## src/rtl/parity_scan_ctrl.sv

```systemverilog
// Range sequencer for a 16-word two-bank parity ROM: walks start..end (wrapping),
// checks even parity on each word, counts errors and records the first failing address.
module parity_scan_ctrl #(
  parameter int unsigned ADDR_W = 4,
  parameter int unsigned DATA_W = 8,
  parameter int unsigned CNT_W  = 5
) (
  input  logic              clk,
  input  logic              reset,
  input  logic              start,
  input  logic              abort,
  input  logic              stop_on_err,
  input  logic [ADDR_W-1:0] start_addr,
  input  logic [ADDR_W-1:0] end_addr,
  output logic [ADDR_W-1:0] mem_addr,
  input  logic [DATA_W-1:0] mem_data,
  input  logic              mem_parity,
  output logic              busy,
  output logic              done,
  output logic              err_flag,
  output logic [CNT_W-1:0]  err_count,
  output logic [ADDR_W-1:0] first_err_addr
);

  typedef enum logic [1:0] {IDLE, SCAN, DONE} state_t;

  state_t              state_q, state_d;
  logic [ADDR_W-1:0]   end_q, end_d;
  logic                stop_q, stop_d;
  logic [ADDR_W-1:0]   mem_addr_d;
  logic                busy_d, done_d, err_flag_d;
  logic [CNT_W-1:0]    err_count_d;
  logic [ADDR_W-1:0]   first_err_addr_d;
  logic                word_err_c;
  logic                last_c;

  // Nine-bit even parity: data reduction must match the stored bit.
  assign word_err_c = (^mem_data) != mem_parity;

  always_ff @(posedge clk or negedge reset) begin
    if (!reset) begin
      state_q        <= IDLE;
      end_q          <= '0;
      stop_q         <= 1'b0;
      mem_addr       <= '0;
      busy           <= 1'b0;
      done           <= 1'b0;
      err_flag       <= 1'b0;
      err_count      <= '0;
      first_err_addr <= '0;
    end else begin
      state_q        <= state_d;
      end_q          <= end_d;
      stop_q         <= stop_d;
      mem_addr       <= mem_addr_d;
      busy           <= busy_d;
      done           <= done_d;
      err_flag       <= err_flag_d;
      err_count      <= err_count_d;
      first_err_addr <= first_err_addr_d;
    end
  end

  always_comb begin
    state_d          = state_q;
    end_d            = end_q;
    stop_d           = stop_q;
    mem_addr_d       = mem_addr;
    busy_d           = busy;
    done_d           = 1'b0;
    err_flag_d       = err_flag;
    err_count_d      = err_count;
    first_err_addr_d = first_err_addr;
    last_c           = 1'b0;

    case (state_q)
      IDLE: begin
        if (start) begin
          end_d            = end_addr;
          stop_d           = stop_on_err;
          mem_addr_d       = start_addr;
          err_flag_d       = 1'b0;
          err_count_d      = '0;
          first_err_addr_d = '0;
          busy_d           = 1'b1;
          state_d          = SCAN;
        end
      end
      SCAN: begin
        if (word_err_c) begin
          if (err_count != {CNT_W{1'b1}}) err_count_d = err_count + CNT_W'(1);
          if (!err_flag) begin
            err_flag_d       = 1'b1;
            first_err_addr_d = mem_addr;
          end
        end
        // End of range, abort and stop-on-error all collapse into one exit.
        last_c = (mem_addr == end_q) || abort || (stop_q && word_err_c);
        if (last_c) begin
          busy_d  = 1'b0;
          done_d  = 1'b1;
          state_d = DONE;
        end else begin
          mem_addr_d = mem_addr + ADDR_W'(1);
        end
      end
      DONE: begin
        state_d = IDLE;
      end
      default: begin
        busy_d  = 1'b0;
        state_d = IDLE;
      end
    endcase
  end

endmodule

```

## config.mk

```make
export PLATFORM = sky130hd
export DESIGN_NAME = parity_scan_ctrl
export DESIGN_NICKNAME = d
export VERILOG_FILES = /design/src/rtl/parity_scan_ctrl.sv
export SDC_FILE = /design/constraint.sdc
export NUM_CORES = 1
export LEC_CHECK = 0
export CAP_MARGIN = 20
export CORE_ASPECT_RATIO = 0.6
export CORE_MARGIN = 10
export CORE_UTILIZATION = 42
export CTS_BUF_LIST = sky130_fd_sc_hd__clkbuf_8 sky130_fd_sc_hd__clkbuf_16
export DETAILED_ROUTE_END_ITERATION = 8
export GPL_ROUTABILITY_DRIVEN = 1
export PLACE_DENSITY_LB_ADDON = 0.2
export SYNTH_ARGS = -nofsm -noshare
export SYNTH_HDL_FRONTEND = slang
export SYNTH_SLANG_ARGS = --single-unit
```

## constraint.sdc

```tcl
create_clock -name clk -period 1.9 [get_ports clk]
set_clock_uncertainty 0.1 [all_clocks]
set_input_delay 0.285 -clock clk [delete_from_list [all_inputs] [get_ports clk]]
set_output_delay 0.285 -clock clk [all_outputs]
set_load 0.05 [all_outputs]
```

After elaboration in Yosys (flattened, before gate mapping)
Cells that the tools add are included.

storage, ports and cells
  register bits = 23
  bits of input ports = 22
  output and inout bits = 16
  logic and storage cells = 58

operators by class
  add/subtract/negate cells = 2
  equal/unequal tests = 11
  mux-type cells = 22
  bitwise operators = 1
  reduce and logical (&&, ||, !) cells = 13

operators with widths
  operator             count
  $mux 4               5
  $pmux 4 s2           2
  $mux 5               3
  $ne 2x2->1 const B   6
  $pmux 5 s2           1
  $reduce_and 3->1     3
  $reduce_and 4->1     2
  $reduce_xor 8->1     1
  $mux 1               6
  $add 5x1->5 const B  1
  $ne 5x5->1 const B   1
  $add 4x1->4 const B  1
  $eq 4x4->1           1
  $mux 2               2
  $pmux 2 s2           1
  $reduce_and 2->1     2
  $pmux 1 s3           1
  $eq 2x1->1 const B   1
  $eq 2x2->1 const B   1
  $logic_not 2->1      1
  $logic_or 1x1->1     2
  $pmux 1 s2           1
  $reduce_bool 2->1    1
  $logic_and 1x1->1    1
  other kinds (2)      2

Logic depth before layout (Yosys ltp)
  word-level depth = 6
  depth in mapped cells = 7
  mapped depth without buffers = 7

Worst setup path before layout
Ideal clock, no wire load.

  path kind = reg2reg
  start = register err_count[0]
  end = register err_count[3]
  library setup time = 0.124 ns
  arrival time = 2.115 ns
  required time = 1.676 ns
  setup slack = -0.439 ns
  cell stages (with the launch flop) = 8
  buffers on the path = 0
  clock period less this slack = 2.339 ns
  cell sequence = dfrtp_1 -> ha_1 -> and3_1 -> ha_1 -> or3_1 -> mux2i_4 -> nand4_1 -> mux2i_1

on the way
  longest elaborated chain between the ends = 4
  elaborated cells between the ends (all ways) = 7
  classes of those cells = add/sub: 1; eq/ne: 2; mux: 3; reduce/logical: 1

RTL lines
  what                      RTL line  source
  start: declaration        21        output logic [CNT_W-1:0] err_count,
  start signal: assignment  59        err_count <= err_count_d;
  $add 5x1->5               91        if (err_count != {CNT_W{1'b1}}) err_count_d = err_count + CNT_W'(1);
  $mux 5                    91
  $mux 5                    90        if (word_err_c) begin
  $pmux 5 s2                76        case (state_q)

Several ways; a longest one is shown, not always the timed one. The select of a mux whose other input is x is not followed.
A chain may end at the register's enable or synchronous reset.

Worst setup path after layout
Ends and elaborated chain as after synthesis.

==> parameters.txt <==
Parameter                              Value

Outcome
  Outcome ... finished, violations left
  Violations in the final reports ... setup timing

Critical path
  Worst endpoint data arrival time ... 2040 ps
  Critical path launch point type ... register
  Endpoint type of the worst setup path ... register
  Top delay family on crit path ... simple AND/OR/NAND/NOR gates
  WS Path Type ... register to register
  Cell seen most often among critical-path stages ... ha_4
  Critical-path maximum fanout ... 4
  CP max stage cell ... dfrtp_2
  Number of buffer and inverter stages on the critical path ... 0
  Crit path largest cell delay ... 440 ps
  Critical Path, Cell by Cell ... ha_4 -> and3_4 -> ha_4 -> or3_4 -> mux2i_4 -> nand4_1 -> mux2i_1
  Required time of the worst setup path ... 1960 ps

Timing
  Number of slew-limit violations in the final report ... 0
  Post-route fraction of the period consumed by the critical path ... 104%
  Relative max-transition margin ... 70.0%
  Final hold violation count ... 0
  Finish-stage setup viols ... 5
  Worst hold margin ... 259 ps
  Final setup slack of the worst path ... -79.5 ps
  Unrepaired setup endpoints after global routing ... yes
  Total negative slack for setup checks ... -262 ps
  Final worst path period need ... 1980 ps
  Tightest Pin Transition ... 450 ps
  Peak Freq ... 505 MHz

Global route
  Maximum number of pins on one net before global-route repair ... 24
  Number of global-route vias before repair ... 1158
  Aggregate global-route resource usage ... 12.5%
  Wire length of the first global-routing pass ... 5940 um
  Aggregate global routing overflow ... 0
  Antenna violations before repair ... 0

Logic synthesis
  Count of flip-flops with a built-in enable after synthesis ... 0
  Net count after synthesis ... 154
  Sequential area share after synthesis ... 44.0%
  Portion of synthesized cell area occupied by the leading cell type ... 44.0%
  #FFs+latches synth ... 23
  Number of instances in the synthesized netlist ... 129
  Post-synth top flop ... dfrtp_1
  Synthesized area per cell ... 10.1 um^2
  Yosys top cell by area ... dfrtp_1
  Number of library cell types mapped by synthesis ... 41
  Most numerous cell types in the synthesized netlist ... nand2_1 (32), dfrtp_1 (23), nor2_1 (8)
  Top cells by area, synth ... dfrtp_1 (44%), nand2_1 (9.2%), xnor2_1 (4.0%)
  Cell Area, Synth ... 0.00131 mm^2
  Share of flip-flops with an asynchronous set or reset ... 100%
  Cell with the most instances after synthesis ... nand2_1
  Syn. warnings ... 0

Clock tree
  Clk Tree Root Cell ... clkbuf_8
  Maximum count of clock buffers along a single path ... 2
  Inserted Clock Buffers ... 3
  CTS sink cnt ... 23
  CTS tree ... yes
  Clock latency of the later-clocked register in the worst-skew pair ... 270 ps
  Clock transition at the registers of the reported paths ... 80 ps
  H-Tree Depth ... 1

Placed design
  Port bufs ... 37
  Weighted congestion at the end of routability-driven global placement ... 0.876
  Post-DP HPWL ... 2850 um
  Cell Count Post-Placement ... 227
  Pre-CTS setup slack ... -517 ps

Die
  Number of I/O pins ... 38
  Width of the die ... 92.0 um
  Chip height ... 63.2 um
  Initial standard-cell utilization of the core ... 44.7%
  Floorplan Core Area ... 0.00293 mm^2
  Full die area ... 0.00582 mm^2
  Count of standard-cell rows ... 15

Final layout
  Final #Nets ... 218
  Synthesis-to-finish area growth ... 52.7%
  N_diodes ... 0
  Fillcell total ... 232
  Reg area ... 583 um^2
  Final cell count without fillers ... 234
  Share of final-layout standard cells stronger than drive strength 1 ... 35.4%
  Area of the multi-input gates ... 792 um^2

Routing
  Number of detailed-route iterations in the first pass ... 4
  DRC violation total after the first TritonRoute iteration ... 93
  DRC Markers ... 0
  Post-DRT Antenna Nets ... 0
  Average wire per cell in the routed design ... 15.2 um
  Aggregate routed wire length ... 3560 um
  Average vias per placed instance ... 5.06
  Total number of vias ... 1184

Flow run
  Total of max-cap violations ... 0

Min path
  Worst min path class ... input pin to asynchronous set/reset pin

Power
  Total power divided by cell area ... 1560 mW/mm^2
  Overall power ... 3.12 mW
  Static Leak ... 0.929 nW
  Worst IR Drop VDD ... 683 uV
worst paths after layout:
kind / slack [ps] / depth (start not counted) / to / startpoint
max in group asynchronous: 1190 / 2 / err_count[1] / reset
worst max register to register: -80 / 7 / err_count[3] / err_count[0]
worst max-delay path: -80 / 7 / err_count[3] / err_count[0]
worst min-delay path: 260 / 2 / err_count[3] / reset
min in group clk: 410 / 2 / end_q[3] / end_q[3]
worst min register to register: 410 / 2 / end_q[3] / end_q[3]
through the flow:
| stage | area, um^2 | utilization, % |
|---|---|---|
| after floorplan | 1350 | - |
| after global placement | 1880 | 64.3 |
| after detailed placement | 1880 | 64.3 |
| after CTS | 1980 | 67.8 |
| after global routing | 2000 | 68.2 |
| final | 2000 | 68.2 |
what timing repair did:
action	in CTS	in global routing
pin swaps	16	8
setup buffers	3	0
gates resized for setup	16	4
setup endpoints to repair	17	8
hold buffers	0	0
cells by family (layout without fill, tap and decap cells):
logic type | count (synthesis) | in the layout | synth area share, %
buffers and inverters | 4 | 67 | 1.15
AND/OR/NAND/NOR | 59 | 59 | 21.1
AO/OA/AOI/OAI | 24 | 24 | 13.9
adder cells (fa/ha/maj) | 3 | 3 | 2.87
XOR/XNOR | 11 | 11 | 11.3
flip-flops | 23 | 23 | 44.0
multiplexers | 5 | 5 | 5.74
registers in the layout, summed over array words and instances (netlist names):
register	flops
busy	1
done	1
end_q	4
err_count	5
err_flag	1
first_err_addr	4
mem_addr	4
state_q	2
stop_q	1
layout make-up:
class | count | share of cell area [%]
inverter | 1 | 0.188
clock buffer | 3 | 2.07
timing repair buffer | 62 | 26.0
multi-input combinational | 102 | 39.7
tap | 42 | 2.63
clock inverter | 1 | 0.251
sequential | 23 | 29.2
layer usage:
metal / share of wire [%] / global-route usage [%] / vias to the layer above
met2: 41 / 17.6 / 44
met3: 6.5 / 4.14 / 2
met5: 0 / 0 / -
met1: 52 / 17.9 / 547
met4: 0.34 / 2.30 / 0
li1: - / - / 591
cell usage in the layout, fill, tap and decap left out, types with 2 or more instances in the layout:
master,netlist,layout
mux2i_4,2,2
dlygate4sd2_1,0,5
mux2i_1,3,3
clkbuf_8,0,3
or3_1,4,2
nand3_1,2,2
dfrtp_1,23,17
nor2_1,8,8
nand2_1,32,32
a32oi_1,3,3
o21ai_0,6,6
dfrtp_2,0,6
xnor2_1,6,5
o221a_1,2,2
a21oi_1,2,2
or3_4,0,2
buf_6,0,2
clkdlybuf4s15_1,0,3
nand2b_1,3,3
ha_4,0,2
buf_4,0,39
clkdlybuf4s50_1,0,13
nand4_1,2,2
where the power goes:
| part | switching [mW] | internal (mW) |
|---|---|---|
| Sequential | 0.182 | 0.691 |
| Combinational | 1.09 | 0.843 |
| Clock | 0.164 | 0.147 |
| Total | 1.43 | 1.68 |
Power figures use the tool's default switching activity.
